<file path="src/rtl/keypad_entry_buffer_if.sv">
// Key-input and entry-result signals between the keypad encoder side and
// the entry buffer; slave is the buffer's view.
interface keypad_entry_buffer_if #(
  parameter int unsigned DIGITS = 4
);
  logic [3:0]                     key_d;
  logic                           key_dav;
  logic [4*DIGITS-1:0]            entry;
  logic [$clog2(DIGITS+1)-1:0]    count;
  logic [4*DIGITS-1:0]            value;
  logic                           value_valid;
  logic                           key_event;
  logic                           overflow;

  modport master (
    output key_d, key_dav,
    input  entry, count, value, value_valid, key_event, overflow
  );

  modport slave (
    input  key_d, key_dav,
    output entry, count, value, value_valid, key_event, overflow
  );
endinterface

</file>
<file path="src/rtl/keypad_entry_buffer.sv">
// Debounces keypad presses/releases and shifts BCD digits into an entry buffer;
// ENTER_CODE commits the buffer to value with a one-cycle strobe.
module keypad_entry_buffer #(
  parameter int unsigned DIGITS          = 4,
  parameter int unsigned DEBOUNCE_CYCLES = 8,
  parameter int unsigned ENTER_CODE      = 15
) (
  input logic                  clk,
  input logic                  rst,
  keypad_entry_buffer_if.slave bus
);

  localparam int unsigned CW = $clog2(DEBOUNCE_CYCLES + 1);
  localparam int unsigned NW = $clog2(DIGITS + 1);
  localparam int unsigned EW = 4 * DIGITS;
  localparam logic [CW-1:0] DcLast    = CW'(DEBOUNCE_CYCLES);
  localparam logic [NW-1:0] Full      = NW'(DIGITS);
  localparam logic [3:0]    EnterCode = 4'(ENTER_CODE);

  typedef enum logic [1:0] {StIdle, StDebounce, StWaitRelease} state_e;

  state_e        state_q, state_d;
  logic [CW-1:0] cnt_q, cnt_d, cnt_inc;
  logic [3:0]    code_q, code_d;
  logic          accept;

  logic [EW-1:0] entry_q, entry_d;
  logic [EW-1:0] value_q, value_d;
  logic [NW-1:0] count_q, count_d;
  logic          valid_q, valid_d;
  logic          event_q, event_d;
  logic          ovf_q, ovf_d;

  always_ff @(posedge clk) begin
    if (rst) begin
      state_q <= StIdle;
      cnt_q   <= '0;
      code_q  <= '0;
      entry_q <= '0;
      value_q <= '0;
      count_q <= '0;
      valid_q <= 1'b0;
      event_q <= 1'b0;
      ovf_q   <= 1'b0;
    end else begin
      state_q <= state_d;
      cnt_q   <= cnt_d;
      code_q  <= code_d;
      entry_q <= entry_d;
      value_q <= value_d;
      count_q <= count_d;
      valid_q <= valid_d;
      event_q <= event_d;
      ovf_q   <= ovf_d;
    end
  end

  // Press/release debounce; code_d is the accepted code whenever accept is set.
  always_comb begin
    state_d = state_q;
    cnt_d   = cnt_q;
    code_d  = code_q;
    accept  = 1'b0;
    cnt_inc = cnt_q + CW'(1);
    unique case (state_q)
      StIdle: begin
        if (bus.key_dav) begin
          code_d = bus.key_d;
          if (DEBOUNCE_CYCLES == 1) begin
            accept  = 1'b1;
            state_d = StWaitRelease;
            cnt_d   = '0;
          end else begin
            state_d = StDebounce;
            cnt_d   = CW'(1);
          end
        end
      end
      StDebounce: begin
        if (!bus.key_dav) begin
          state_d = StIdle;
          cnt_d   = '0;
        end else if (bus.key_d != code_q) begin
          code_d = bus.key_d;
          cnt_d  = CW'(1);
        end else if (cnt_inc == DcLast) begin
          accept  = 1'b1;
          state_d = StWaitRelease;
          cnt_d   = '0;
        end else begin
          cnt_d = cnt_inc;
        end
      end
      StWaitRelease: begin
        if (bus.key_dav) begin
          cnt_d = '0;
        end else if (cnt_inc == DcLast) begin
          state_d = StIdle;
          cnt_d   = '0;
        end else begin
          cnt_d = cnt_inc;
        end
      end
      default: begin
        state_d = StIdle;
        cnt_d   = '0;
      end
    endcase
  end

  always_comb begin
    entry_d = entry_q;
    value_d = value_q;
    count_d = count_q;
    ovf_d   = ovf_q;
    valid_d = 1'b0;
    event_d = 1'b0;
    if (accept) begin
      event_d = 1'b1;
      if (code_d == EnterCode) begin
        value_d = entry_q;
        valid_d = 1'b1;
        entry_d = '0;
        count_d = '0;
        ovf_d   = 1'b0;
      end else if (code_d <= 4'd9) begin
        if (count_q == Full) begin
          ovf_d = 1'b1;
        end else begin
          entry_d = EW'({entry_q, code_d});
          count_d = count_q + NW'(1);
        end
      end
    end
  end

  assign bus.entry       = entry_q;
  assign bus.count       = count_q;
  assign bus.value       = value_q;
  assign bus.value_valid = valid_q;
  assign bus.key_event   = event_q;
  assign bus.overflow    = ovf_q;

endmodule

</file>
<file path="src/flat_wrapper.sv">
// flat-port wrapper written by rule: the top's interface ports become plain ports
module keypad_entry_buffer_flat 
#(
  parameter int unsigned DIGITS          = 4,
  parameter int unsigned DEBOUNCE_CYCLES = 8,
  parameter int unsigned ENTER_CODE      = 15
)
  (clk, rst, bus_key_d, bus_key_dav, bus_entry, bus_count, bus_value, bus_value_valid, bus_key_event, bus_overflow);
  keypad_entry_buffer_if #(.DIGITS(DIGITS)) bus_i ();
  input logic clk;
  input logic rst;
  input wire logic [$bits(bus_i.key_d)-1:0] bus_key_d;
  input wire logic [$bits(bus_i.key_dav)-1:0] bus_key_dav;
  output wire logic [$bits(bus_i.entry)-1:0] bus_entry;
  output wire logic [$bits(bus_i.count)-1:0] bus_count;
  output wire logic [$bits(bus_i.value)-1:0] bus_value;
  output wire logic [$bits(bus_i.value_valid)-1:0] bus_value_valid;
  output wire logic [$bits(bus_i.key_event)-1:0] bus_key_event;
  output wire logic [$bits(bus_i.overflow)-1:0] bus_overflow;
  assign bus_i.key_d = bus_key_d;
  assign bus_i.key_dav = bus_key_dav;
  assign bus_entry = bus_i.entry;
  assign bus_count = bus_i.count;
  assign bus_value = bus_i.value;
  assign bus_value_valid = bus_i.value_valid;
  assign bus_key_event = bus_i.key_event;
  assign bus_overflow = bus_i.overflow;
  keypad_entry_buffer #(.DIGITS(DIGITS), .DEBOUNCE_CYCLES(DEBOUNCE_CYCLES), .ENTER_CODE(ENTER_CODE)) u_core (.clk(clk), .rst(rst), .bus(bus_i));
endmodule
</file>
<file path="config.mk">
export PLATFORM = sky130hd
export DESIGN_NAME = keypad_entry_buffer_flat
export DESIGN_NICKNAME = d
export VERILOG_FILES = /design/src/rtl/keypad_entry_buffer_if.sv /design/src/rtl/keypad_entry_buffer.sv /design/src/flat_wrapper.sv
export SDC_FILE = /design/constraint.sdc
export NUM_CORES = 1
export LEC_CHECK = 0
export ABC_AREA = 1
export BUFFER_PORTS_ARGS = -buffer_cell sky130_fd_sc_hd__buf_2
export CAP_MARGIN = 10
export CORE_MARGIN = 1.5
export CORE_UTILIZATION = 54
export DETAILED_ROUTE_END_ITERATION = 12
export GPL_TIMING_DRIVEN = 0
export PLACE_DENSITY = 0.78
export SLEW_MARGIN = 20
export SYNTH_ARGS = -nofsm -noshare
export SYNTH_HDL_FRONTEND = slang
export SYNTH_SLANG_ARGS = --single-unit
</file>
<file path="constraint.sdc">
create_clock -name clk -period 2.1 [get_ports clk]
set_clock_uncertainty 0.15 [all_clocks]
set_input_delay 0.21 -clock clk [delete_from_list [all_inputs] [get_ports clk]]
set_output_delay 0.21 -clock clk [all_outputs]
set_load 0.01 [all_outputs]
</file>
==> run_results.csv, run 1 <==
group,metric,value,unit
synth,synthCells,296,
synth,synth_top_area_share,42.1,%
placed_design,dp_hpwl,3610,µm
sta,slew_violations,0,
synth,ys_ff_latch,48,
sta,worstMarginPinSlew,0.569,ns
route,vias_per_cell,5.20,
power_and_ir_drop,power_density,670,nW/µm²
min_path,hp-class,"input pin to flop",
synth,synth.distinct_cells,30,
finish,mostFrequentLayoutCells,"nand2_1, dfxtp_1, buf_2",
clocking,cts_root_buf,"clkbuf_8",
clocking,clk_latency,0.31,ns
route,routed_wl,5090,µm
synth,postSynthAreaPerCell,7.72,µm²
grt,groute.usage.overall,23.3,%
placed_design,placedCellCount,389,
clocking,cts_buffer_depth,2,
sta,post-route-min-period,1.96,ns
synth,yosysTopAreaCell,"dfxtp_1",
clocking,clk_pin_slew_worst_paths,0.09,ns
die,die_w,68.0,µm
finish,final_common_cell,"nand2_1",
grt,grt_pass1_wl,8090,µm
finish,layout.cells.non_filler,401,
placed_design,place_area,2560,µm²
finish,nFillCells,359,
setup_path,worstSetupPathType,"flop to flop",
route,drt_iter0_markers,104,
status,status,"finished clean",
power_and_ir_drop,max-vdd-ir-drop,0.453,mV
setup_path,cp.arrival,2.02,ns
route,wl_per_cell,12.7,µm
finish,n_antenna_cell,0,
finish,stdcell_area,2730,µm²
die,placementRows,23,
finish,syn_to_final_growth,19.6,%
sta,relSlewSlack,62.1,%
die,fp.dieH,68.0,µm
synth,synth_fp_nets,307,
synth,syn_area,2280,µm²
grt,antenna_found_initial,0,
synth,ys_warn_count,0,
grt,first_global_vias,1845,
placed_design,gp_congestion,0.861,
power_and_ir_drop,leakagePower,0.00120,µW
die,dieArea,4630,µm²
setup_path,critPathMaxFanout,10,
placed_design,pre_cts_slack,-0.0292,ns
power_and_ir_drop,p_total,1830,µW
synth,yosys-top-cells-area,"dfxtp_1, nand2_1, inv_1",
grt,grt-ovfl-total,0,
setup_path,required,2.15,ns
clocking,cts_tree,"yes",
clocking,cts_sinks,48,
run,max-cap-violations,0,
route,firstDrtPassIters,4,
synth,ys_seq_area_share,42.1,%
route,drtAntennaViolNets,0,
finish,register_area,966,µm²
setup_path,worstSetupStartpointType,"flop",
sta,fmax,509,MHz
die,start_util,56.7,%
clocking,htreeDepth,2,
clocking,cts_buffers,5,
sta,period_share,93.5,%
setup_path,cp-end-kind,"flop",
finish,drive_gt1_share,29.6,%
route,drc,0,
grt,grt_max_degree,17,
die,core_area,4030,µm²
sta,finalHoldViolCount,0,
die,io_pins,45,
sta,setup_slack,0.137,ns
finish,finalNetCount,361,
sta,finalSetupViolations,0,
finish,multi_input_area,1110,µm²
placed_design,port_buffers,43,
route,vias,2085,
finish,fin_util,67.8,%
==> layout make-up <==
type                            count  share of cell area [%]
Tap cell                           50                    2.29
Inverter                           44                    6.14
Buffer                              8                    2.24
Clock buffer                        5                    2.52
Sequential cell                    48                    35.4
Timing Repair Buffer               47                    8.98
Clock inverter                      3                    1.74
Multi-Input combinational cell    196                    40.7
==> flip-flops by register name (all words and copies together) (netlist names), 2 cells and up <==
name / flops
u_core.bus.entry: 16
u_core.bus.value: 16
u_core.cnt_q: 4
u_core.code_q: 4
u_core.bus.count: 3
u_core.state_q: 2
==> power breakdown <==
part / leakage (µW) / internal, µW / switching [µW]
logic: 0.000753 / 67.4 / 136
registers: 0.000389 / 923 / 15.5
clock network: 0.0000583 / 359 / 329
==> worst paths after layout <==
kind | start | to | slack [ns] | depth (start not counted)
min reg2reg | u_core.bus.overflow$_SDFFE_PP0P_ | u_core.bus.overflow$_SDFFE_PP0P_ | 0.29 | 2
max | u_core.cnt_q[0]$_SDFFE_PP0P_ | u_core.bus.entry[14]$_SDFFE_PP0P_ | 0.14 | 10
min | bus_key_dav | u_core.state_q[0]$_SDFFE_PP0P_ | 0.14 | 5
max reg2reg | u_core.cnt_q[0]$_SDFFE_PP0P_ | u_core.bus.entry[14]$_SDFFE_PP0P_ | 0.14 | 10
==> cells in the mapped netlist, drive strengths merged <==
master,count
buf,5
ha,4
nand4,4
clkbuf,3
o21ai,16
dfxtp,48
xnor2,1
inv,42
nand2,87
clkinv,2
nor2,26
a21oi,14
o22ai,13
o211ai,2
nand3,28
a31oi,1
==> metrics by stage <==
step | hold slack [ns] | setup TNS [ns]
after global placement | 0.283 | -0.0186
after CTS | 0.140 | 0
after detailed placement | 0.284 | -0.232
final | 0.142 | 0
after floorplan | 0.307 | 0
after global routing | 0.164 | -0.0606
==> repair_timing <==
action | in CTS | in global routing
hold buffers | 0 | 0
pin swaps | 0 | 3
endpoints found under the setup margin | 13 | 32
buffers inserted | 0 | 4
resized for setup | 1 | 7
==> layer usage <==
metal	up-vias	part of all wire (%)	global-route usage, %
met2	58	46	36.9
met4	0	1.6	7.50
met3	9	5.1	5.43
li1	1060	-	-
met1	958	47	31.3
met5	-	0	0
==> critical path, cell delays in order (launching register included) <==
cell and delay (ns):
dfxtp_4 0.37, ha_1 0.20, nand2_1 0.08, nand3_1 0.10
nor2_2 0.17, inv_2 0.09, nor2_4 0.16, nand3_4 0.16
nand2_4 0.14, buf_8 0.16, o22ai_2 0.07
==> kinds of logic after synthesis <==
kind of cell | after synthesis | share of synthesized area [%]
and+or+nand+nor | 145 | 31.4
adders and majority gates | 4 | 2.19
AOI/OAI and AO/OA | 46 | 14.0
xor gates and xnor gates | 1 | 0.383
buffers and inverters | 52 | 10.0
DFF | 48 | 42.1
No activity file was read; power rests on OpenSTA's default activity.
==> inputs of run 2 (changes only) <==
Settings changed: GPL_TIMING_DRIVEN 0 to 1.
==> run_results.csv, run 2 (synthesis results as in run 1) <==
group,metric,value,unit
status,status,"finished clean",
setup_path,cp.arrival,2.04,ns
clocking,cts_buffer_depth,2,
grt,grt_pass1_wl,8160,µm
clocking,clk_pin_slew_worst_paths,0.09,ns
finish,drive_gt1_share,28.3,%
placed_design,dp_hpwl,3480,µm
grt,antenna_found_initial,0,
finish,mostFrequentLayoutCells,"nand2_1, dfxtp_1, buf_2",
route,routed_wl,5050,µm
min_path,hp-class,"input pin to flop",
finish,syn_to_final_growth,17.4,%
sta,period_share,93.6,%
grt,grt_max_degree,20,
sta,rsz0062_at_grt,"no",
sta,finalSetupViolations,0,
finish,stdcell_area,2680,µm²
grt,grt-ovfl-total,0,
clocking,clk_latency,0.30,ns
die,dieArea,4630,µm²
placed_design,gp_congestion,0.853,
clocking,htreeDepth,2,
route,vias,2043,
clocking,postCtsHoldBufs,0,
route,vias_per_cell,5.20,
route,drtAntennaViolNets,0,
finish,final_common_cell,"nand2_1",
finish,n_antenna_cell,0,
finish,finalNetCount,354,
route,wl_per_cell,12.8,µm
sta,post-route-min-period,1.96,ns
power_and_ir_drop,max-vdd-ir-drop,0.488,mV
die,io_pins,45,
setup_path,crit_buf_inv,3,
grt,first_global_vias,1804,
clocking,cts_setup_buffers,0,
finish,fin_util,66.6,%
finish,nFillCells,362,
setup_path,critPathMaxFanout,14,
sta,worstMarginPinSlew,0.463,ns
setup_path,critPathSlowestCell,"dfxtp_2",
power_and_ir_drop,leakagePower,0.00119,µW
die,start_util,56.7,%
setup_path,worst_path_largest_cell_delay,0.38,ns
setup_path,required,2.18,ns
grt,groute.usage.overall,23.4,%
sta,finalHoldViolCount,0,
setup_path,cp-end-kind,"flop",
route,drc,0,
sta,slew_violations,0,
clocking,cts_root_buf,"clkbuf_8",
sta,relSlewSlack,69.0,%
setup_path,crit_chain,"ha_1 -> inv_1 -> nand2_1 -> nand3_1 -> nor2_2 -> inv_1 -> nor2_2 -> nand3_4 -> buf_4 -> o22ai_1",
clocking,cts_sinks,48,
clocking,cts_buffers,5,
setup_path,crit_family,"simple AND/OR/NAND/NOR gates",
route,drt_iter0_markers,119,
sta,fmax,509,MHz
die,placementRows,23,
die,die_w,68.0,µm
power_and_ir_drop,power_density,711,nW/µm²
route,firstDrtPassIters,4,
die,fp.dieH,68.0,µm
run,max-cap-violations,0,
placed_design,port_buffers,44,
setup_path,worstSetupPathType,"flop to flop",
sta,final.setup.tns,0,ns
placed_design,place_area,2540,µm²
setup_path,worstSetupStartpointType,"flop",
die,core_area,4030,µm²
setup_path,reg2reg_slack,0.14,ns
clocking,cts_tree,"yes",
[run 2: routing by layer]
metal / GRT usage, % / vias up / wire (µm)
li1: - / 1038 / -
met1: 30.8 / 954 / 2400
met2: 38.2 / 47 / 2390
met3: 5.43 / 4 / 198
met4: 6.75 / 0 / 56
met5: 0 / - / 0
[run 2: power breakdown]
part | total (µW) | internal, µW | switching [µW] | leakage, µW
Combinational | 196 | 62.3 | 133 | 0.000734
Sequential | 938 | 923 | 15.0 | 0.000389
Clock | 775 | 469 | 307 | 0.0000642
[run 2: worst reg2reg max path, delay by kind of cell, from the launching register on]
kind	cells	cell delay (ns)
AOI/OAI and AO/OA	1	0.17
adders and majority gates	1	0.17
buffers and inverters	3	0.37
DFF	1	0.38
and+or+nand+nor	5	0.65
[run 2: final cells by class]
cell class	count	area, µm²	area share [%]
multi-input cells	196	1110	41.4
well taps	50	62.6	2.33
inverters	44	168	6.25
clock inverters	2	60.1	2.24
repair buffers	48	250	9.33
clock buffers	5	68.8	2.57
flip-flops and latches	48	963	35.9
[run 2: repair_timing]
action | CTS | global route
endpoints found under the setup margin | 0 | 25
resized for setup | 0 | 5
hold endpoints to repair | 0 | 0
[run 2: final timing paths]
check,endpoint,depth (start not counted),from
worst min-delay path,u_core.code_q[3]$_SDFF_PP0_,2,rst
worst max register to register,u_core.bus.entry[6]$_SDFFE_PP0P_,10,u_core.cnt_q[0]$_SDFFE_PP0P_
worst max-delay path,u_core.bus.entry[6]$_SDFFE_PP0P_,10,u_core.cnt_q[0]$_SDFFE_PP0P_
worst min register to register,u_core.bus.overflow$_SDFFE_PP0P_,2,u_core.bus.overflow$_SDFFE_PP0P_
[run 2: stage by stage]
step	std cells	power, µW	setup slack, ns	hold slack [ns]
4_1_cts	393	1910	0.0674	0.108
6_report	393	1910	0.135	0.115
5_1_grt	393	1980	0.0234	0.103
3_5_place_dp	386	1150	0.121	0.285
2_1_floorplan	296	1110	0.256	0.307
3_3_place_gp	386	1150	0.160	0.283
